$ cat src/rtl/level_column_feeder.sv
// level_column_feeder
// Upstream stage of the block column store. After reset it prefills the
// 10-column on-screen window with level columns 0..9. During play it adds
// SCROLL_STEP pixels of scroll per frame while Mario pushes past the scroll
// line, and fetches/shifts one new column each time the scroll offset
// crosses a 40-pixel block boundary.
// Optional build macro LEVEL_WRAP_EN: the column index wraps to 0 after the
// last level column and level_end never asserts (attract/demo loop).
module level_column_feeder #(
    parameter int         LEVEL_COLS  = 200,
    parameter int         ROM_LATENCY = 1,
    parameter logic [9:0] SCROLL_X    = 10'd320,
    parameter int         SCROLL_STEP = 2
) (
    input  logic        Clk,
    input  logic        Reset,
    input  logic        frame_tick,
    input  logic [9:0]  Mario_X_Pos,
    input  logic        mario_moving_right,
    output logic [7:0]  rom_addr,
    input  logic [29:0] rom_data,
    output logic [29:0] new_block_id,
    output logic        Shift,
    output logic [5:0]  scroll_offset,
    output logic        scroll_active,
    output logic        ready,
    output logic        level_end,
    output logic [7:0]  next_col
);

    typedef enum logic [2:0] {
        PF_ISSUE = 3'd0,
        PF_WAIT  = 3'd1,
        PF_SHIFT = 3'd2,
        RUN      = 3'd3,
        F_ISSUE  = 3'd4,
        F_WAIT   = 3'd5,
        F_SHIFT  = 3'd6
    } state_t;

    localparam logic [8:0] COLS_W    = 9'(LEVEL_COLS);
    localparam logic [1:0] LAT_W     = 2'(ROM_LATENCY);
    localparam logic [6:0] STEP_W    = 7'(SCROLL_STEP);
    localparam logic [6:0] BLOCK_PX  = 7'd40;
    localparam logic [3:0] LAST_FILL = 4'd9;

    state_t      state_r, state_nx_s;
    logic [7:0]  rom_addr_r, rom_addr_nx_s;
    logic [7:0]  next_col_r, next_col_nx_s;
    logic [29:0] new_block_id_r, new_block_id_nx_s;
    logic        shift_r, shift_nx_s;
    logic [5:0]  scroll_offset_r, scroll_offset_nx_s;
    logic        scroll_active_r, scroll_active_nx_s;
    logic        ready_r, ready_nx_s;
    logic        level_end_r, level_end_nx_s;
    logic [3:0]  fill_cnt_r, fill_cnt_nx_s;
    logic [1:0]  wait_cnt_r, wait_cnt_nx_s;

    logic [8:0]  col_inc_s;
    logic [7:0]  col_step_s;
    logic [6:0]  sum_s;
    logic        scroll_ok_s;

    // Helper arithmetic: column advance (with optional wrap), scroll sum, scroll qualifier
    always_comb begin
        col_inc_s   = {1'b0, next_col_r} + 9'd1;
`ifdef LEVEL_WRAP_EN
        if (col_inc_s == COLS_W) begin
            col_step_s = 8'd0;
        end else begin
            col_step_s = col_inc_s[7:0];
        end
`else
        col_step_s  = col_inc_s[7:0];
`endif
        sum_s       = {1'b0, scroll_offset_r} + STEP_W;
        scroll_ok_s = mario_moving_right && (Mario_X_Pos >= SCROLL_X) && !level_end_r;
    end

    // Next-state and next-register-value logic for the prefill/run/fetch sequencer
    always_comb begin
        state_nx_s         = state_r;
        rom_addr_nx_s      = rom_addr_r;
        next_col_nx_s      = next_col_r;
        new_block_id_nx_s  = new_block_id_r;
        shift_nx_s         = 1'b0;
        scroll_offset_nx_s = scroll_offset_r;
        scroll_active_nx_s = scroll_active_r;
        ready_nx_s         = ready_r;
        level_end_nx_s     = level_end_r;
        fill_cnt_nx_s      = fill_cnt_r;
        wait_cnt_nx_s      = wait_cnt_r;

        case (state_r)
            PF_ISSUE, F_ISSUE: begin
                rom_addr_nx_s = next_col_r;
                wait_cnt_nx_s = LAT_W;
                state_nx_s    = (state_r == PF_ISSUE) ? PF_WAIT : F_WAIT;
            end
            PF_WAIT, F_WAIT: begin
                wait_cnt_nx_s = wait_cnt_r - 2'd1;
                if (wait_cnt_r == 2'd1) begin
                    // ROM word is valid now; the strobe goes out with it next cycle
                    new_block_id_nx_s = rom_data;
                    shift_nx_s        = 1'b1;
                    state_nx_s        = (state_r == PF_WAIT) ? PF_SHIFT : F_SHIFT;
                end else begin
                    state_nx_s = state_r;
                end
            end
            PF_SHIFT: begin
                next_col_nx_s = col_step_s;
                fill_cnt_nx_s = fill_cnt_r + 4'd1;
                if (fill_cnt_r == LAST_FILL) begin
                    ready_nx_s = 1'b1;
                    state_nx_s = RUN;
                end else begin
                    state_nx_s = PF_ISSUE;
                end
            end
            F_SHIFT: begin
                next_col_nx_s = col_step_s;
                state_nx_s    = RUN;
`ifdef LEVEL_WRAP_EN
                level_end_nx_s = 1'b0;
`else
                if (col_inc_s == COLS_W) begin
                    level_end_nx_s = 1'b1;
                end else begin
                    level_end_nx_s = level_end_r;
                end
`endif
            end
            RUN: begin
                if (frame_tick) begin
                    if (scroll_ok_s) begin
                        scroll_active_nx_s = 1'b1;
                        if (sum_s >= BLOCK_PX) begin
                            // Crossed a block boundary: carry the remainder and fetch a column
                            scroll_offset_nx_s = 6'(sum_s - BLOCK_PX);
                            state_nx_s         = F_ISSUE;
                        end else begin
                            scroll_offset_nx_s = sum_s[5:0];
                        end
                    end else begin
                        scroll_active_nx_s = 1'b0;
                    end
                end else begin
                    state_nx_s = RUN;
                end
            end
            default: begin
                state_nx_s = PF_ISSUE;
            end
        endcase
    end

    // State register
    always_ff @(posedge Clk) begin
        if (Reset) begin
            state_r <= PF_ISSUE;
        end else begin
            state_r <= state_nx_s;
        end
    end

    // Datapath and output registers; Reset abandons any fetch in flight
    always_ff @(posedge Clk) begin
        if (Reset) begin
            rom_addr_r      <= 8'd0;
            next_col_r      <= 8'd0;
            new_block_id_r  <= 30'd0;
            shift_r         <= 1'b0;
            scroll_offset_r <= 6'd0;
            scroll_active_r <= 1'b0;
            ready_r         <= 1'b0;
            level_end_r     <= 1'b0;
            fill_cnt_r      <= 4'd0;
            wait_cnt_r      <= 2'd0;
        end else begin
            rom_addr_r      <= rom_addr_nx_s;
            next_col_r      <= next_col_nx_s;
            new_block_id_r  <= new_block_id_nx_s;
            shift_r         <= shift_nx_s;
            scroll_offset_r <= scroll_offset_nx_s;
            scroll_active_r <= scroll_active_nx_s;
            ready_r         <= ready_nx_s;
            level_end_r     <= level_end_nx_s;
            fill_cnt_r      <= fill_cnt_nx_s;
            wait_cnt_r      <= wait_cnt_nx_s;
        end
    end

    assign rom_addr      = rom_addr_r;
    assign next_col      = next_col_r;
    assign new_block_id  = new_block_id_r;
    assign Shift         = shift_r;
    assign scroll_offset = scroll_offset_r;
    assign scroll_active = scroll_active_r;
    assign ready         = ready_r;
    assign level_end     = level_end_r;

endmodule

$ cat config.mk
export PLATFORM = sky130hd
export DESIGN_NAME = level_column_feeder
export DESIGN_NICKNAME = d
export VERILOG_FILES = /design/src/rtl/level_column_feeder.sv
export SDC_FILE = /design/constraint.sdc
export NUM_CORES = 1
export LEC_CHECK = 0
export BUFFER_PORTS_ARGS = -buffer_cell sky130_fd_sc_hd__buf_2
export CAP_MARGIN = 20
export CORE_MARGIN = 3
export CORE_UTILIZATION = 49
export CTS_CLUSTER_SIZE = 28
export DETAILED_ROUTE_END_ITERATION = 6
export PLACE_DENSITY_LB_ADDON = 0.12
export SLEW_MARGIN = 10
export SYNTH_ARGS = -nofsm -noshare
export SYNTH_HDL_FRONTEND = slang
export SYNTH_SLANG_ARGS = --single-unit
$ cat constraint.sdc
create_clock -name Clk -period 2.25 [get_ports Clk]
set_input_delay 0.3375 -clock Clk [delete_from_list [all_inputs] [get_ports Clk]]
set_output_delay 0.3375 -clock Clk [all_outputs]
set_load 0.05 [all_outputs]
# Yosys cells after proc, flatten, opt, wreduce, memory -nomap -nowiden
# Index checks and enable logic that the tools add are counted.
[classes]
n_reduce_logical = 15
muxes = 12
order_cmp = 2
add_sub_neg = 5
eq_ne = 12
bitwise = 1
[ops]
columns = ["cell", "count"]
rows = [
  ["$mux W3", 6],
  ["$pmux W3 S5", 1],
  ["$ge A10 B9 Y1 const B", 1],
  ["$add A8 B1 Y9 const B", 1],
  ["$eq A3 B3 Y1 const B", 3],
  ["$eq A9 B8 Y1 const B", 1],
  ["$reduce_and A2 Y1", 4],
  ["$reduce_or A2 Y1", 4],
  ["$add A6 B2 Y7 const B", 1],
  ["$ge A7 B6 Y1 const B", 1],
  ["$eq A3 B2 Y1 const B", 2],
  ["$mux W6", 1],
  ["$ne A3 B3 Y1 const B", 2],
  ["$reduce_and A3 Y1", 2],
  ["$sub A6 B6 Y6 const B", 1],
  ["$add A4 B1 Y4 const B", 1],
  ["$eq A4 B4 Y1 const B", 1],
  ["$pmux W2 S2", 1],
  ["$eq A3 B1 Y1 const B", 1],
  ["$logic_not A3 Y1", 1],
  ["$eq A2 B1 Y1 const B", 1],
  ["$logic_and A1 B1 Y1", 2],
  ["$mux W1", 2],
  ["$mux W2", 1],
  ["other kinds (5)", 5],
]
[word_totals]
regBits = 65
in_bits = 44
output_inout_bits = 56
word_cells = 58

# Logic depth before layout (Yosys ltp)
[depth]
ltp_word = 6
mapped_depth = 8
ltp_nobuf = 8

# Least setup slack after synthesis
# No wires, ideal clock.
[synth_timing]
path_kind = "reg2reg"
start = "register scroll_offset_r[3] (netlist: scroll_offset[3])"
end = "register scroll_offset_r[3] (netlist: scroll_offset[3])"
slack_ps = -172
t_required_ps = 2127
n_path_buf = 0
setup_ps = 123
synth_period_minus_slack_ps = 2422
stages_incl_launch_ff = 8
arrival_time_ps = 2299
path_cell_list = "dfxtp_1 > nand3_1 > xor2_1 > ha_1 > a21boi_0 > o22ai_2 > mux2i_1 > mux2_1"
[synth_between]
elab_chain_cells = 3
elab_cells_between_ends = 4
classes_between = "2 x add/sub; 1 x order compare; 1 x mux"
[synth_rtl]
columns = ["element", "line", "source"]
rows = [
  ["start, declared", "52", "logic [5:0] scroll_offset_r, scroll_offset_nx_s;"],
  ["start signal, assigned", "185", "scroll_offset_r <= scroll_offset_nx_s;"],
  ["$add A6 B2 Y7 *", "76", "sum_s = {1'b0, scroll_offset_r} + STEP_W;"],
  ["$sub A6 B6 Y6 / $ge A7 B6 Y1 (equally long branches)", "140, 138", ""],
  ["$mux W6 *", "138", "if (sum_s >= BLOCK_PX) begin"],
]
# Every way passes the cells marked *; elsewhere a longest branch is shown, timed or not.
# A chain may end at the register's enable or synchronous reset.

# Worst setup path after layout
[layout_timing]
start = "register scroll_offset_r[1] (netlist: scroll_offset[1])"
end = "register scroll_offset_r[3] (netlist: scroll_offset[3])"
# The elaborated chain is that of the path after synthesis.

==> out/qor.yml <==
status: "finished clean"
cts_tree: "done"
syn2layout_area_growth_pct: 29.4
coreArea_mm2: 0.00517
hold_viol: 0
crit_arrival_ns: 2.32
yosysWarnings: 0
synth_nets: 371
ys_ff_latch: 64
num_vias: 2445
placed_area_mm2: 0.00320
antenna_found_initial: 0
path_class: "flop to flop"
max_stage_delay_ns: 0.37
dp.cells: 471
hold_end: "new_block_id[13]$_SDFFE_PP0P_"
first_pass_iters: 4
syn-cell-area_mm2: 0.00266
final_max_slew_viol_count: 0
vdd_drop_max_mv: 0.554
drc_errors: 0
grt_pass1_wl_um: 9850
rows: 26
leakage_nw: 1.57
setup_viol: 0
first_iter_violations: 105
first_global_vias: 2170
synthArstFlopShare: 0
hold_class: "primary input to flop"
cts_buffers: 9
ys.flop_type: "dfxtp_1"
synthCells: 318
crit_slowest_cell: "dfxtp_2"
layout.nets: 468
worstPathMaxFanout: 5
gp_congestion: 0.757
clk-insertion-delay-late_ns: 0.34
end_kind: "flop"
r2r_slack_ns: 0.15
io_buffers: 92
final_common_cell: "buf_2"
power.density_mw_per_mm2: 773
tns_ns: 0
clk_path_buf_depth: 2
grt_util_met3: 0.0384
drive_gt1_frac: 0.300
worst-path-stages: 8
finalCritPeriodShare: 0.934
skew_ns: 0.00729
crit_family: "multiplexers"
busiest_layer: "met2"
yosysSeqAreaShare: 0.482
tightest_slew_ns: 0.571
place_hpwl_um: 4150
h-tree-depth: 3
fin_area_mm2: 0.00344
die_y_um: 79.6
grt_overflow: 0
reg2reg_from: "scroll_offset[1]$_SDFFE_PP0P_"
timing.fmax_ghz: 0.476
max-cap-violations: 0
drt-total-wl_um: 6130
drt-vias-per-instance: 4.99
ant_nets: 0
final_cells: 490
crit_buf_inv: 1
clkSinkCount: 64
grt_util_met2: 0.316
grt_max_degree: 31
die_w_um: 79.6
relSlewSlack: 0.618
hold_depth: 3
reg2reg_depth: 8
path_clk_slew_ns: 0.07
die_area_mm2: 0.00634
cts_root_buffer: "clkbuf_8"
wl_per_cell_um: 12.5
grt.total_usage: 0.197
synthDistinctLibCells: 44
avgSynthCellArea_um2: 8.36
startpoint_type: "flop"
grt_use_met1: 0.245
ios: 100
period_minus_slack_ns: 2.10
worstReg2RegEnd: "scroll_offset[3]$_SDFFE_PP0P_"
diodes: 0
hold_start: "rom_data[13]"
synth_edf_count: 0
crit_chain: "ha_1, xor2_1, inv_1, ha_1, a21boi_1, o22ai_2, mux2i_1, mux2_1"
final_cell_mix: "92 x buf_2, 79 x nand2_1, 61 x dfxtp_1"
critPathMostFrequentCell: "ha_1"
start_util: 0.514
critPathRequiredTime_ns: 2.47
[power by group]
part           switching, mW  leakage, nW  total [mW]  internal (mW)
logic                  0.274        0.941       0.385          0.111
registers             0.0328        0.520        1.21           1.18
clock network          0.439        0.110        1.06          0.620
[synth_stat cells (3+ instances only)]
cell      count  share of area
nand2_1      79           0.11
dfxtp_1      64           0.48
a21oi_1      45          0.085
nor2_1       24          0.034
clkbuf_1     12          0.017
xor2_1       11          0.036
ha_1          9          0.042
o21ai_0       9          0.017
nand3_1       5         0.0094
buf_2         4         0.0075
inv_1         4         0.0056
nand4_1       4         0.0094
nor2b_1       4         0.0094
a211oi_1      3         0.0085
and2b_1       3         0.0085
mux2i_1       3          0.011
nand2b_1      3         0.0071
xnor2_1       3         0.0099
[layer usage]
| metal | part of all wire | vias up |
|---|---|---|
| met3 | 0.060 | 10 |
| met5 | 0 | - |
| li1 | - | 1253 |
| met1 | 0.44 | 1119 |
| met4 | 0.021 | 0 |
| met2 | 0.48 | 63 |
[timing repair]
| item | 4_1_cts | 5_1_grt |
|---|---|---|
| buffers inserted | 0 | 2 |
| endpoints found under the setup margin | 0 | 1 |
| hold buffers | 0 | 0 |
| gates resized for setup | 0 | 1 |
[final cells by class]
| cell class | count | area (µm²) |
|---|---|---|
| tap | 70 | 87.6 |
| inverter | 4 | 15.0 |
| clock inverter | 6 | 83.8 |
| clock buffer | 10 | 128 |
| timing repair buffer | 104 | 554 |
| fill | 456 | 1730 |
| sequential | 64 | 1280 |
| multi-input combinational | 232 | 1280 |
[flip-flops by register name, summed over array words and instances, names as in the netlist, 2 cells and up]
name	count
next_col	8
wait_cnt_r	2
fill_cnt_r	4
state_r	3
rom_addr	8
scroll_offset	5
new_block_id	30
[worst max-delay path by stage]
stage | from | to | slack [ns]
global route | scroll_offset[2]$_SDFFE_PP0P_ | scroll_offset[3]$_SDFFE_PP0P_ | -0.009
finish | scroll_offset[1]$_SDFFE_PP0P_ | scroll_offset[3]$_SDFFE_PP0P_ | 0.15
global placement | scroll_offset[1]$_SDFFE_PP0P_ | scroll_offset[3]$_SDFFE_PP0P_ | 0.16
CTS | scroll_offset[3]$_SDFFE_PP0P_ | scroll_offset[3]$_SDFFE_PP0P_ | 0.09
detailed placement | scroll_offset[1]$_SDFFE_PP0P_ | scroll_offset[3]$_SDFFE_PP0P_ | 0.10
floorplan | scroll_offset[1]$_SDFFE_PP0P_ | scroll_offset[3]$_SDFFE_PP0P_ | 0.04
[logic make-up after synthesis]
| logic type | share of synthesized area |
|---|---|
| XOR/XNOR | 0.0461 |
| AND/OR/NAND/NOR | 0.218 |
| adder cells (fa/ha/maj) | 0.0424 |
| multiplexers | 0.0155 |
| other | 0.00141 |
| flip-flops | 0.482 |
| AO/OA/AOI/OAI | 0.160 |
| buffers and inverters | 0.0344 |
[through the flow]
step | hold slack [ns] | util | setup WS, ns | power [mW]
final | 0.229 | 0.665 | 0.149 | 2.66
after global routing | 0.223 | 0.665 | -0.00874 | 2.78
after CTS | 0.216 | 0.660 | 0.0939 | 2.68
after detailed placement | 0.443 | 0.619 | 0.104 | 1.62
after global placement | 0.439 | 0.619 | 0.157 | 1.62
after floorplan | 0.444 | - | 0.0438 | 1.51
[tightest hold or removal path, delay by kind of cell]
kind	cells	cell delay (ns)
buf+inv	1	0.09
compound gates	1	0.05
simple gates	1	0.04
Power figures use the tool's default switching activity.
